==> src/rtl/cl_write_sequencer_pkg.sv <==
// rtl/cl_write_sequencer_pkg.sv - shared types and constants for the CL write sequencer
//
// Contents:
//   e_wr_seq_state        sequencer FSM states (IDLE, STREAM, STATUS)
//   STATUS_MAGIC_DEFAULT  marker placed in bits [31:0] of every status CL
package interface_debug;

  typedef enum logic [1:0] {
    IDLE   = 2'd0,
    STREAM = 2'd1,
    STATUS = 2'd2
  } e_wr_seq_state;

  localparam logic [31:0] STATUS_MAGIC_DEFAULT = 32'hD0E5_0001;

endpackage

==> src/rtl/cl_write_sequencer_addr.sv <==
// rtl/cl_write_sequencer_addr.sv - run base latch, CL offset counter and write address add
//
// Module cl_addr_counter
//   clk        in   1       clock
//   reset      in   1       synchronous, active-high reset
//   load       in   1       start of a run: capture load_base, clear offset
//   load_base  in   ADDR_W  first CL address of the run
//   advance    in   1       a data CL was popped: step the offset
//   addr       out  ADDR_W  address for the CL popped this cycle (base + offset)
//
// The sum is combinational so the top-level output register captures it in the
// same cycle as the pop; that keeps the pop-to-beat latency at one cycle.
module cl_addr_counter #(
  parameter int ADDR_W = 42,
  parameter int CNT_W  = 32
) (
  input  logic              clk,
  input  logic              reset,
  input  logic              load,
  input  logic [ADDR_W-1:0] load_base,
  input  logic              advance,
  output logic [ADDR_W-1:0] addr
);

  localparam logic [CNT_W-1:0] CNT_ONE = CNT_W'(1);

  logic [ADDR_W-1:0] base;
  logic [CNT_W-1:0]  offset;

  always_ff @(posedge clk) begin
    if (reset) begin
      base   <= '0;
      offset <= '0;
    end else if (load) begin
      base   <= load_base;
      offset <= '0;
    end else if (advance) begin
      // Offset wraps modulo 2^CNT_W by natural overflow.
      offset <= offset + CNT_ONE;
    end
  end

  // Address wraps modulo 2^ADDR_W by natural overflow.
  assign addr = base + ADDR_W'(offset);

endmodule

==> src/rtl/cl_write_sequencer.sv <==
// rtl/cl_write_sequencer.sv - pops processed CLs and issues sequential CL writes plus a status CL
//
// Module cl_write_sequencer
//   clk         in   1       clock
//   reset       in   1       synchronous, active-high reset
//   stall       in   1       downstream almost-full; no beat issued while high
//   run         in   1       AFU run state
//   start_addr  in   ADDR_W  first data CL address, captured when a run starts
//   stts_addr   in   ADDR_W  status CL address, captured when the status beat issues
//   stts_req    in   1       pulse: request a status CL write
//   stts_nonce  in   32      nonce for the status CL, captured with stts_req
//   fifo_empty  in   1       show-ahead write-data FIFO empty
//   fifo_data   in   DATA_W  FIFO head word
//   fifo_rd_en  out  1       pop FIFO head (combinational)
//   wr_valid    out  1       write beat valid (registered)
//   wr_addr     out  ADDR_W  write CL address (registered)
//   wr_data     out  DATA_W  write CL data (registered)
//   num_cls_wr  out  CNT_W   data CLs issued in the current/last run
//   stts_done   out  1       pulse, cycle after the status beat
module cl_write_sequencer
  import interface_debug::*;
#(
  parameter int          ADDR_W       = 42,
  parameter int          DATA_W       = 512,
  parameter int          CNT_W        = 32,
  parameter logic [31:0] STATUS_MAGIC = STATUS_MAGIC_DEFAULT
) (
  input  logic              clk,
  input  logic              reset,
  input  logic              stall,
  input  logic              run,
  input  logic [ADDR_W-1:0] start_addr,
  input  logic [ADDR_W-1:0] stts_addr,
  input  logic              stts_req,
  input  logic [31:0]       stts_nonce,
  input  logic              fifo_empty,
  input  logic [DATA_W-1:0] fifo_data,
  output logic              fifo_rd_en,
  output logic              wr_valid,
  output logic [ADDR_W-1:0] wr_addr,
  output logic [DATA_W-1:0] wr_data,
  output logic [CNT_W-1:0]  num_cls_wr,
  output logic              stts_done
);

  localparam logic [CNT_W-1:0] CNT_ONE = CNT_W'(1);

  e_wr_seq_state     state;
  logic              pending;
  logic [31:0]       nonce;
  logic              stts_beat;

  logic              pop;
  logic              stts_fire;
  logic              start_run;
  logic [ADDR_W-1:0] data_addr;
  logic [DATA_W-1:0] stts_word;

  // Pops only while streaming with run still high; gated by reset so nothing
  // leaves the FIFO in the reset cycle even if the state register was mid-run.
  assign pop        = (state == STREAM) && run && !stall && !fifo_empty && !reset;
  assign fifo_rd_en = pop;
  assign stts_fire  = (state == STATUS) && !stall;
  assign start_run  = (state == IDLE) && run;

  cl_addr_counter #(
    .ADDR_W (ADDR_W),
    .CNT_W  (CNT_W)
  ) u_addr_counter (
    .clk       (clk),
    .reset     (reset),
    .load      (start_run),
    .load_base (start_addr),
    .advance   (pop),
    .addr      (data_addr)
  );

  // Status CL layout: magic in [31:0], nonce in [63:32], CL count above, rest zero.
  always_comb begin
    stts_word                = '0;
    stts_word[31:0]          = STATUS_MAGIC;
    stts_word[63:32]         = nonce;
    stts_word[64 +: CNT_W]   = num_cls_wr;
  end

  always_ff @(posedge clk) begin
    if (reset) begin
      state      <= IDLE;
      pending    <= 1'b0;
      nonce      <= '0;
      stts_beat  <= 1'b0;
      wr_valid   <= 1'b0;
      wr_addr    <= '0;
      wr_data    <= '0;
      num_cls_wr <= '0;
      stts_done  <= 1'b0;
    end else begin
      wr_valid  <= 1'b0;
      stts_beat <= 1'b0;
      stts_done <= stts_beat;

      // Status is only entered from IDLE with run low, so a request made during
      // a run waits until every data CL of that run has been issued.
      case (state)
        IDLE: begin
          if (run) begin
            state      <= STREAM;
            num_cls_wr <= '0;
          end else if (pending) begin
            state <= STATUS;
          end
        end
        STREAM: begin
          if (!run) begin
            state <= IDLE;
          end
        end
        STATUS: begin
          if (!stall) begin
            state <= IDLE;
          end
        end
        default: state <= IDLE;
      endcase

      if (pop) begin
        wr_valid   <= 1'b1;
        wr_addr    <= data_addr;
        wr_data    <= fifo_data;
        num_cls_wr <= num_cls_wr + CNT_ONE;
      end

      if (stts_fire) begin
        wr_valid  <= 1'b1;
        wr_addr   <= stts_addr;
        wr_data   <= stts_word;
        stts_beat <= 1'b1;
        pending   <= 1'b0;
      end

      // A fresh request wins over the clear so it is never lost; a repeat
      // request while pending just refreshes the nonce.
      if (stts_req) begin
        pending <= 1'b1;
        nonce   <= stts_nonce;
      end
    end
  end

endmodule

==> config.mk <==
export PLATFORM = sky130hd
export DESIGN_NAME = cl_write_sequencer
export DESIGN_NICKNAME = d
export VERILOG_FILES = /design/src/rtl/cl_write_sequencer_pkg.sv /design/src/rtl/cl_write_sequencer_addr.sv /design/src/rtl/cl_write_sequencer.sv
export SDC_FILE = /design/constraint.sdc
export NUM_CORES = 1
export LEC_CHECK = 0
export BUFFER_PORTS_ARGS = -buffer_cell sky130_fd_sc_hd__buf_2
export CAP_MARGIN = 30
export CORE_AREA = 8 8 466 468
export CTS_CLUSTER_SIZE = 25
export DETAILED_ROUTE_END_ITERATION = 8
export DIE_AREA = 0 0 474 476
export PLACE_DENSITY = 0.36
export SLEW_MARGIN = 40
export SYNTH_ARGS = -nofsm -noshare
export SYNTH_HDL_FRONTEND = slang
export SYNTH_HIERARCHICAL = 1
export SYNTH_SLANG_ARGS = --single-unit
==> constraint.sdc <==
create_clock -name clk -period 2.65 [get_ports clk]
set_input_delay 0.1325 -clock clk [delete_from_list [all_inputs] [get_ports clk]]
set_output_delay 0.1325 -clock clk [all_outputs]
set_load 0.03 [all_outputs]
==> Implementation_results.wiki, run 1 <==
{| class="wikitable"
! Metric !! Value
|-
| Run status || complete, but fails checks
|-
| Violations in the final reports || setup timing
|-
| Predominant post-synthesis flop cell || sky130_fd_sc_hd__dfxtp_1
|-
| Startpoint of the worst register-to-register path || u_addr_counter/base[0]
|-
| Cell taking the most area after synthesis || sky130_fd_sc_hd__dfxtp_1
|-
| Most frequent cells after synthesis || sky130_fd_sc_hd__nand2_1 (1155), sky130_fd_sc_hd__dfxtp_1 (698), sky130_fd_sc_hd__a21oi_1 (491)
|-
| Post-route ant nets || 0
|-
| Die span in y || between 400 and 500 µm
|-
| Area of placed instances || roughly 0.038 mm²
|-
| Actual slew at the worst max-slew pin || slightly below 900 ps
|-
| Vias in the first global route || about 32000
|-
| Cell count after synthesis || ~3400
|-
| Capture point of the worst path || wr_addr[34]
|-
| Post-layout nets || about 6000
|-
| Register cell area after layout || 0.01399 mm²
|-
| Net count after synthesis || 4079
|-
| Final critical-path share of the clock period || 1.064
|-
| Number of flops mapped to enable cells by yosys || 0
|-
| Number of H-tree branching levels || 3
|-
| Worst endpoint required time || 3270 ps
|-
| Most instantiated library cell after synthesis || sky130_fd_sc_hd__nand2_1
|-
| Fraction of power spent switching nets || 0.2587
|-
| Portion of total power attributed to sequential cells || 0.392
|-
| Reg clk slew, reported paths || roughly 60 ps
|-
| Worst Clk Skew || between 30 and 40 ps
|-
| Clock tree root driver cell || sky130_fd_sc_hd__clkbuf_16
|-
| All-Layer GR Usage || 0.1688
|-
| Clock Power Share || 0.507
|-
| Worst hold path type || in2reg
|-
| Power density over cell area || approximately 570 mW/mm²
|-
| Arr. time, crit path || roughly 3400 ps
|-
| Avg Inst Size Synth || around 8.0 µm²
|-
| Number of distinct library cells after synthesis || 59
|-
| Length of the first detailed-routing pass in iterations || 5
|-
| Fraction of registers with async set or reset after synthesis || 0
|-
| Yosys top cell area share || 0.5093
|-
| Number of vias per cell after detailed routing || around 4
|-
| Combinational cell fraction of total power || 0.101
|-
| Minimum setup slack among reg-to-reg paths || -170 ps
|-
| Internal power of the cells || a little over 0.02 W
|-
| Crit-path max FO || 5
|-
| Unrepaired setup endpoints after global routing || yes
|-
| Top cells by area in the synthesized netlist || sky130_fd_sc_hd__dfxtp_1 (51%), sky130_fd_sc_hd__nand2_1 (16%), sky130_fd_sc_hd__a21oi_1 (9.0%)
|-
| Sort of element at the end of the critical path || flip-flop
|-
| #FFs+latches synth || ~700
|-
| Count of cells along the worst register-to-register path || 14
|-
| Number of top-level design ports || 1223
|-
| Crit-path cells || ha_4 -> inv_2 -> fa_2 -> nand2b_4 -> a21oi_4 -> o211ai_1 -> buf_4 -> a211oi_4 -> a2111oi_4 -> a31oi_4 -> nand3_1 -> xnor2_1 -> nand2_1 -> a311oi_1
|-
| Switching component of the power || ~0.0071 W
|-
| Setup slack of the critical path after layout || -170.8 ps
|-
| Upper clock frequency limit || between 0.3 and 0.4 GHz
|-
| Endpoints failing setup || 10
|-
| Fin. Hold Viols || 0
|-
| Footprint of the multi-input gates || about 0.013 mm²
|-
| Largest net degree at the start of global routing || between 100 and 150
|-
| Worst setup path start || u_addr_counter/base[0]
|-
| Fraction of final layout cells with drive strength greater than 1 || 0.3087
|-
| Mapped cell area || around 0.027 mm²
|-
| Drt initial violations || around 2200
|-
| Area enclosed by the die boundary || roughly 0.23 mm²
|-
| Lkg Pwr || between 20 and 25 nW
|-
| Core region area || 0.2104 mm²
|-
| Reg-to-reg critical path endpoint || wr_addr[34]
|-
| Fill cell count || about 24000
|-
| Port Buffer Count || about 1200
|-
| TritonCTS Sinks || ~700
|-
| Die Width || between 400 and 500 µm
|-
| RePlAce Congestion || just under 1
|-
| Post-synthesis sequential area ratio || 0.5093
|-
| TritonCTS Buffers || 95
|-
| Initial antenna violation count || between 70 and 80
|-
| Crit path time final || 2821 ps
|-
| Layout Cell Area excl Fill || 0.04823 mm²
|-
| Average detailed-routed wire length per instance || 24.73 µm
|-
| Clock latency on the worst-skew pair || roughly 730 ps
|-
| Maxcap violations || 0
|-
| Worst slew margin || 0.4049
|-
| Gr ovfl total || 0
|-
| Drt drc || 0
|-
| Number of slew-limit violations in the final report || 0
|-
| Kind of launch point of the worst setup path || flip-flop
|-
| Starting density of the core || 0.1304
|-
| Clock tree from TritonCTS || done
|-
| Num rows || about 170
|-
| VDD IR max || roughly 0.45 mV
|-
| Slowest library cell on the worst path || sky130_fd_sc_hd__dfxtp_2
|-
| Aggregate routed wire length || 203.6 mm
|-
| First-pass GRT wire length || 270.4 mm
|-
| Maximum count of clock buffers along a single path || 3
|-
| Synth-to-Final Area Change || 75.78%
|-
| Largest stage delay on the critical path || between 300 and 400 ps
|-
| HPWL after detailed placement || 161.8 mm
|-
| Type of the worst setup path || reg2reg
|-
| Post-place setup slack || -465.2 ps
|-
| Routed via count || approximately 32000
|-
| Synth warn || 6
|}
[what timing repair did]
action	in CTS	in global routing
hold endpoints to repair	642	0
gates cloned	3	0
gates resized for setup	60	37
pin swaps	36	28
setup buffers	9	5
setup endpoints to repair	27	27
hold buffers	649	0
[layer usage]
metal | vias to the layer above | GRT usage | part of all wire
met5 | - | 0.001681 | 0.0011
met4 | 28 | 0.05473 | 0.033
met3 | 301 | 0.08814 | 0.12
met2 | 1312 | 0.2517 | 0.43
met1 | 15320 | 0.2094 | 0.42
li1 | 15250 | - | -
[registers in the layout, summed over array words and instances, names as in the netlist]
register,cells
nonce,32
num_cls_wr,32
pending,1
state,2
stts_beat,1
stts_done,1
u_addr_counter/base,42
u_addr_counter/offset,32
wr_addr,42
wr_data,512
wr_valid,1
[layout make-up]
cell class                 count  area share
clock inverter                39     0.01201
inverter                      20    0.001712
multi-input combinational   2438      0.2654
clock buffer                 137     0.05817
tap                         2821     0.07319
timing repair buffer        2043      0.2975
antenna                       39    0.002024
sequential                   698      0.2901
[cell usage in the layout, fill, tap and decap left out, types with 28 or more instances in the layout]
master / instances
sky130_fd_sc_hd__a21oi_1: 484
sky130_fd_sc_hd__a311oi_1: 102
sky130_fd_sc_hd__buf_2: 1220
sky130_fd_sc_hd__buf_4: 138
sky130_fd_sc_hd__clkbuf_16: 95
sky130_fd_sc_hd__clkbuf_8: 28
sky130_fd_sc_hd__dfxtp_1: 688
sky130_fd_sc_hd__diode_2: 39
sky130_fd_sc_hd__dlygate4sd3_1: 649
sky130_fd_sc_hd__mux2i_1: 81
sky130_fd_sc_hd__nand2_1: 1153
sky130_fd_sc_hd__nand3_1: 29
sky130_fd_sc_hd__nor2_1: 238
sky130_fd_sc_hd__xnor2_1: 30
sky130_fd_sc_hd__xor2_1: 31
[power groups by stage]
stage               registers [W]  logic [W]  clock network [W]
floorplan                  0.0112   0.000607                  0
global route               0.0108    0.00298             0.0149
detailed placement         0.0110    0.00188                  0
global placement           0.0110    0.00188                  0
CTS                        0.0108    0.00283             0.0145
finish                     0.0108    0.00278             0.0140
[metrics by stage]
stage / std cells / total power (W) / TNS (ps) / utilization / hold WS (ps)
2_1_floorplan: 3410 / 0.01177 / 0 / - / 268.5
3_3_place_gp: 7356 / 0.01288 / -7536 / 0.1785 / 370.0
3_5_place_dp: 7356 / 0.01289 / -7620 / 0.1785 / 377.9
4_1_cts: 8192 / 0.02810 / -1401 / 0.2278 / 77.97
5_1_grt: 8222 / 0.02866 / -3693 / 0.2291 / 133.2
6_report: 8235 / 0.02753 / -1072 / 0.2292 / 183.6
[worst max-delay path, delay by kind of cell (launching register included)]
kind,cells,cell delay [ps]
compound gates,6,1160
fa+ha+maj,2,490
simple gates,3,350
flops,1,350
buf+inv,2,210
xor+xnor,1,160
[cells by family (layout without fill, tap and decap cells)]
family	Yosys count	in the layout	synth area share
adders and majority gates	35	35	0.01624
and+or+nand+nor	1547	1547	0.2258
AOI/OAI and AO/OA	700	700	0.1518
DFF	698	698	0.5093
muxes	89	89	0.03284
xor gates and xnor gates	67	67	0.02139
buffers and inverters	274	2239	0.04260
other	0	39	0
[worst min path at each step]
| stage | depth (start not counted) | slack (ps) | from | endpoint |
|---|---|---|---|---|
| finish | 4 | 180 | fifo_data[253] | wr_data[253] |
| global route | 4 | 130 | stts_nonce[20] | nonce[20] |
| floorplan | 2 | 270 | fifo_data[100] | wr_data[100] |
| global placement | 3 | 370 | stts_nonce[3] | nonce[3] |
| CTS | 4 | 80 | stts_nonce[20] | nonce[20] |
| detailed placement | 3 | 380 | stts_nonce[5] | nonce[5] |
(Power assumes the default switching activity.)
==> run 2: changes to the inputs <==
--- a/config.mk
+++ b/config.mk
@@ -8,11 +8,12 @@
 export BUFFER_PORTS_ARGS = -buffer_cell sky130_fd_sc_hd__buf_2
 export CAP_MARGIN = 30
 export CORE_AREA = 8 8 466 468
+export CTS_BUF_LIST = sky130_fd_sc_hd__clkbuf_2 sky130_fd_sc_hd__clkbuf_4 sky130_fd_sc_hd__clkbuf_8
 export CTS_CLUSTER_SIZE = 25
 export DETAILED_ROUTE_END_ITERATION = 8
 export DIE_AREA = 0 0 474 476
 export PLACE_DENSITY = 0.36
-export SLEW_MARGIN = 40
+export SLEW_MARGIN = 30
 export SYNTH_ARGS = -nofsm -noshare
 export SYNTH_HDL_FRONTEND = slang
 export SYNTH_HIERARCHICAL = 1
==> run 2 against run 1 <==
- the flow still finishes with violations (setup timing)
- non-clock buffer count up 455
- final area up 9.0%
- global-route usage up 0.42 points
- clock-buffer cell count up 93
- critical path type unchanged
- critical endpoint is now wr_addr[36]
==> Implementation_results.wiki, run 2 (synthesis gave the netlist of run 1 again) <==
{| class="wikitable"
! Metric !! Value
|-
| Run status || complete, but fails checks (unchanged)
|-
| Violations in the final reports || setup timing (unchanged)
|-
| Post-route ant nets || 0 (unchanged)
|-
| Arr. time, crit path || 3580 ps (was 3440 ps)
|-
| Endpoints failing setup || 13 (was 10)
|-
| Most used cells in the layout excluding fill and tap cells || sky130_fd_sc_hd__buf_2 (1220), sky130_fd_sc_hd__nand2_1 (1152), sky130_fd_sc_hd__dlygate4sd3_1 (1102), sky130_fd_sc_hd__dfxtp_1 (687), sky130_fd_sc_hd__a21oi_1 (484) (was sky130_fd_sc_hd__buf_2 (1220), sky130_fd_sc_hd__nand2_1 (1153), sky130_fd_sc_hd__dfxtp_1 (688), sky130_fd_sc_hd__dlygate4sd3_1 (649), sky130_fd_sc_hd__a21oi_1 (484))
|-
| Area enclosed by the die boundary || 0.2256 mm² (unchanged)
|-
| Minimum setup slack among reg-to-reg paths || -200 ps (was -170 ps)
|-
| Core region area || 0.2104 mm² (unchanged)
|-
| Crit path time final || 2854 ps (was 2821 ps)
|-
| Drt drc || 0 (unchanged)
|-
| Average detailed-routed wire length per instance || 23.70 µm (was 24.73 µm)
|-
| TritonCTS Sinks || 698 (unchanged)
|-
| Largest net degree at the start of global routing || 141 (unchanged)
|-
| Initial antenna violation count || 68 (was 77)
|-
| Die span in y || 476 µm (unchanged)
|-
| Crit-path max FO || 5 (unchanged)
|-
| RePlAce Congestion || 0.9724 (unchanged)
|-
| Worst setup path start || u_addr_counter/offset[10] (was u_addr_counter/base[0])
|-
| Fraction of final layout cells with drive strength greater than 1 || 0.2965 (was 0.3087)
|-
| Die Width || 474 µm (unchanged)
|-
| Worst slew margin || 0.3673 (was 0.4049)
|-
| Setup slack of the critical path after layout || -203.6 ps (was -170.8 ps)
|-
| Maximum count of clock buffers along a single path || 3 (unchanged)
|-
| Clock tree from TritonCTS || done (unchanged)
|-
| Capture point of the worst path || wr_addr[36] (was wr_addr[34])
|-
| Number of vias per cell after detailed routing || 3.922 (was 3.912)
|-
| Starting density of the core || 0.1304 (unchanged)
|-
| Type of the worst setup path || reg2reg (unchanged)
|-
| Largest register FFs || 512 (unchanged)
|-
| Clock latency on the worst-skew pair || 900 ps (was 730 ps)
|-
| Power density over cell area || 510.1 mW/mm² (was 570.8 mW/mm²)
|-
| Reg-to-reg critical path endpoint || wr_addr[36] (was wr_addr[34])
|-
| Port Buffer Count || 1222 (unchanged)
|-
| Worst hold path type || in2reg (unchanged)
|-
| Num rows || 169 (unchanged)
|-
| Number of top-level design ports || 1223 (unchanged)
|-
| Aggregate routed wire length || 207.8 mm (was 203.6 mm)
|-
| Sort of element at the end of the critical path || flip-flop (unchanged)
|-
| Overall Power || 0.02681 W (was 0.02753 W)
|-
| Clock tree root driver cell || sky130_fd_sc_hd__clkbuf_8 (was sky130_fd_sc_hd__clkbuf_16)
|-
| TritonCTS Buffers || 147 (was 95)
|-
| Upper clock frequency limit || 0.3504 GHz (was 0.3545 GHz)
|-
| Vias in the first global route || 35310 (was 32350)
|-
| Number of slew-limit violations in the final report || 0 (unchanged)
|-
| Worst slack on hold paths || 134.7 ps (was 183.6 ps)
|-
| Drt initial violations || 1903 (was 2155)
|-
| Unrepaired setup endpoints after global routing || yes (unchanged)
|-
| Routed via count || 34390 (was 32210)
|-
| Most common cell after layout, fill and taps aside || sky130_fd_sc_hd__buf_2 (unchanged)
|-
| Maxcap violations || 0 (unchanged)
|-
| HPWL after detailed placement || 161.8 mm (about the same)
|-
| VDD IR max || 0.4282 mV (was 0.4500 mV)
|-
| Worst endpoint required time || 3380 ps (was 3270 ps)
|-
| Lkg Pwr || 22.16 nW (was 20.24 nW)
|-
| Number of H-tree branching levels || 4 (was 3)
|-
| Kind of launch point of the worst setup path || flip-flop (unchanged)
|-
| Startpoint of the worst register-to-register path || u_addr_counter/offset[10] (was u_addr_counter/base[0])
|-
| Final critical-path share of the clock period || 1.077 (was 1.064)
|-
| Reg clk slew, reported paths || 60 ps (about the same)
|-
| Worst Clk Skew || 82.78 ps (was 30.18 ps)
|-
| Post-layout nets || 6472 (was 5965)
|-
| Synth-to-Final Area Change || 91.54% (was 75.78%)
|-
| Register with the most flip-flops || wr_data (unchanged)
|-
| Length of the first detailed-routing pass in iterations || 6 (was 5)
|-
| Gr ovfl total || 0 (unchanged)
|-
| Actual slew at the worst max-slew pin || 949.1 ps (was 892.6 ps)
|-
| Count of cells along the worst register-to-register path || 14 (unchanged)
|-
| All-Layer GR Usage || 0.1731 (was 0.1688)
|-
| Fin. Hold Viols || 0 (unchanged)
|-
| First-pass GRT wire length || 280.0 mm (was 270.4 mm)
|-
| Largest regs || wr_data: 512 flops, u_addr_counter/base: 42 flops, wr_addr: 42 flops (unchanged)
|}
-- run 2: cell types whose count changed in the layout (fill, tap and decap cells not counted), sizes merged --
cell	previous run	this run
dlygate4sd3	649	1102
buf	1390	1391
bufinv	10	1
clkinvlp	4	1
clkinv	22	11
inv	23	31
clkbuf	138	232
-- run 2: how the worst min path moves through the flow --
stage	endpoint	cells past startpoint	start	slack (ps)
2_1_floorplan	wr_data[100]	2	fifo_data[100]	270
3_3_place_gp	nonce[3]	3	stts_nonce[3]	370
3_5_place_dp	u_addr_counter/base[34]	3	start_addr[34]	380
4_1_cts	wr_data[215]	4	fifo_data[215]	0.3
5_1_grt	wr_data[139]	4	fifo_data[139]	30
6_report	wr_data[224]	4	fifo_data[224]	130
-- run 2: critical path: stages, from the launching register on --
cell and delay (ps):
sky130_fd_sc_hd__dfxtp_2 340, sky130_fd_sc_hd__ha_4 260, sky130_fd_sc_hd__buf_4 120, sky130_fd_sc_hd__buf_4 100, sky130_fd_sc_hd__nand4_2 110, sky130_fd_sc_hd__a2111oi_4 230, sky130_fd_sc_hd__o211ai_1 140, sky130_fd_sc_hd__buf_4 170
sky130_fd_sc_hd__a211oi_4 250, sky130_fd_sc_hd__a2111oi_4 90, sky130_fd_sc_hd__a31oi_4 290, sky130_fd_sc_hd__nand3_2 110, sky130_fd_sc_hd__xnor2_1 150, sky130_fd_sc_hd__nand2_1 80, sky130_fd_sc_hd__a311oi_1 280
-- run 2: layout make-up --
| type | count | area [µm²] |
|---|---|---|
| clock buffers | 230 | 2865 |
| flip-flops and latches | 698 | 13990 |
| clock inverters | 24 | 286.5 |
| diodes | 39 | 97.59 |
| well taps | 2821 | 3530 |
| multi-input cells | 2438 | 12770 |
| inverters | 20 | 82.58 |
| fillers | 23210 | 157800 |
| repair buffers | 2498 | 18930 |
-- run 2: per-stage QoR --
stage	setup slack, ps	instances	TNS [ps]	cell area [µm²]	utilization
after detailed placement	-463.5	7356	-7323	37560	0.1785
after CTS	-200.2	8720	-1539	52180	0.2480
after floorplan	4.541	3410	0	27480	-
after global placement	-486.6	7356	-7536	37560	0.1785
final	-203.6	8768	-1444	52550	0.2498
after global routing	-346.4	8758	-4522	52520	0.2496
-- run 2: what timing repair did --
| item | CTS | global route |
|---|---|---|
| pin swaps | 36 | 28 |
| gates cloned | 3 | 0 |
| buffers inserted | 6 | 8 |
| hold buffers | 1102 | 0 |
| setup endpoints to repair | 27 | 28 |
| gates resized for setup | 57 | 37 |
| endpoints found under the hold margin | 651 | 0 |
-- run 2: layer usage --
layer	GRT usage	wire (µm)	vias up
met5	0	85	-
li1	-	-	16290
met1	0.2144	87080	16430
met3	0.08580	23900	330
met4	0.05886	7247	14
met2	0.2607	89480	1330
-- run 2: power by group --
group | internal, W | switching (W)
Combinational | 0.00181 | 0.00149
Sequential | 0.0107 | 0.000126
Clock | 0.00705 | 0.00566
Total | 0.0195 | 0.00728
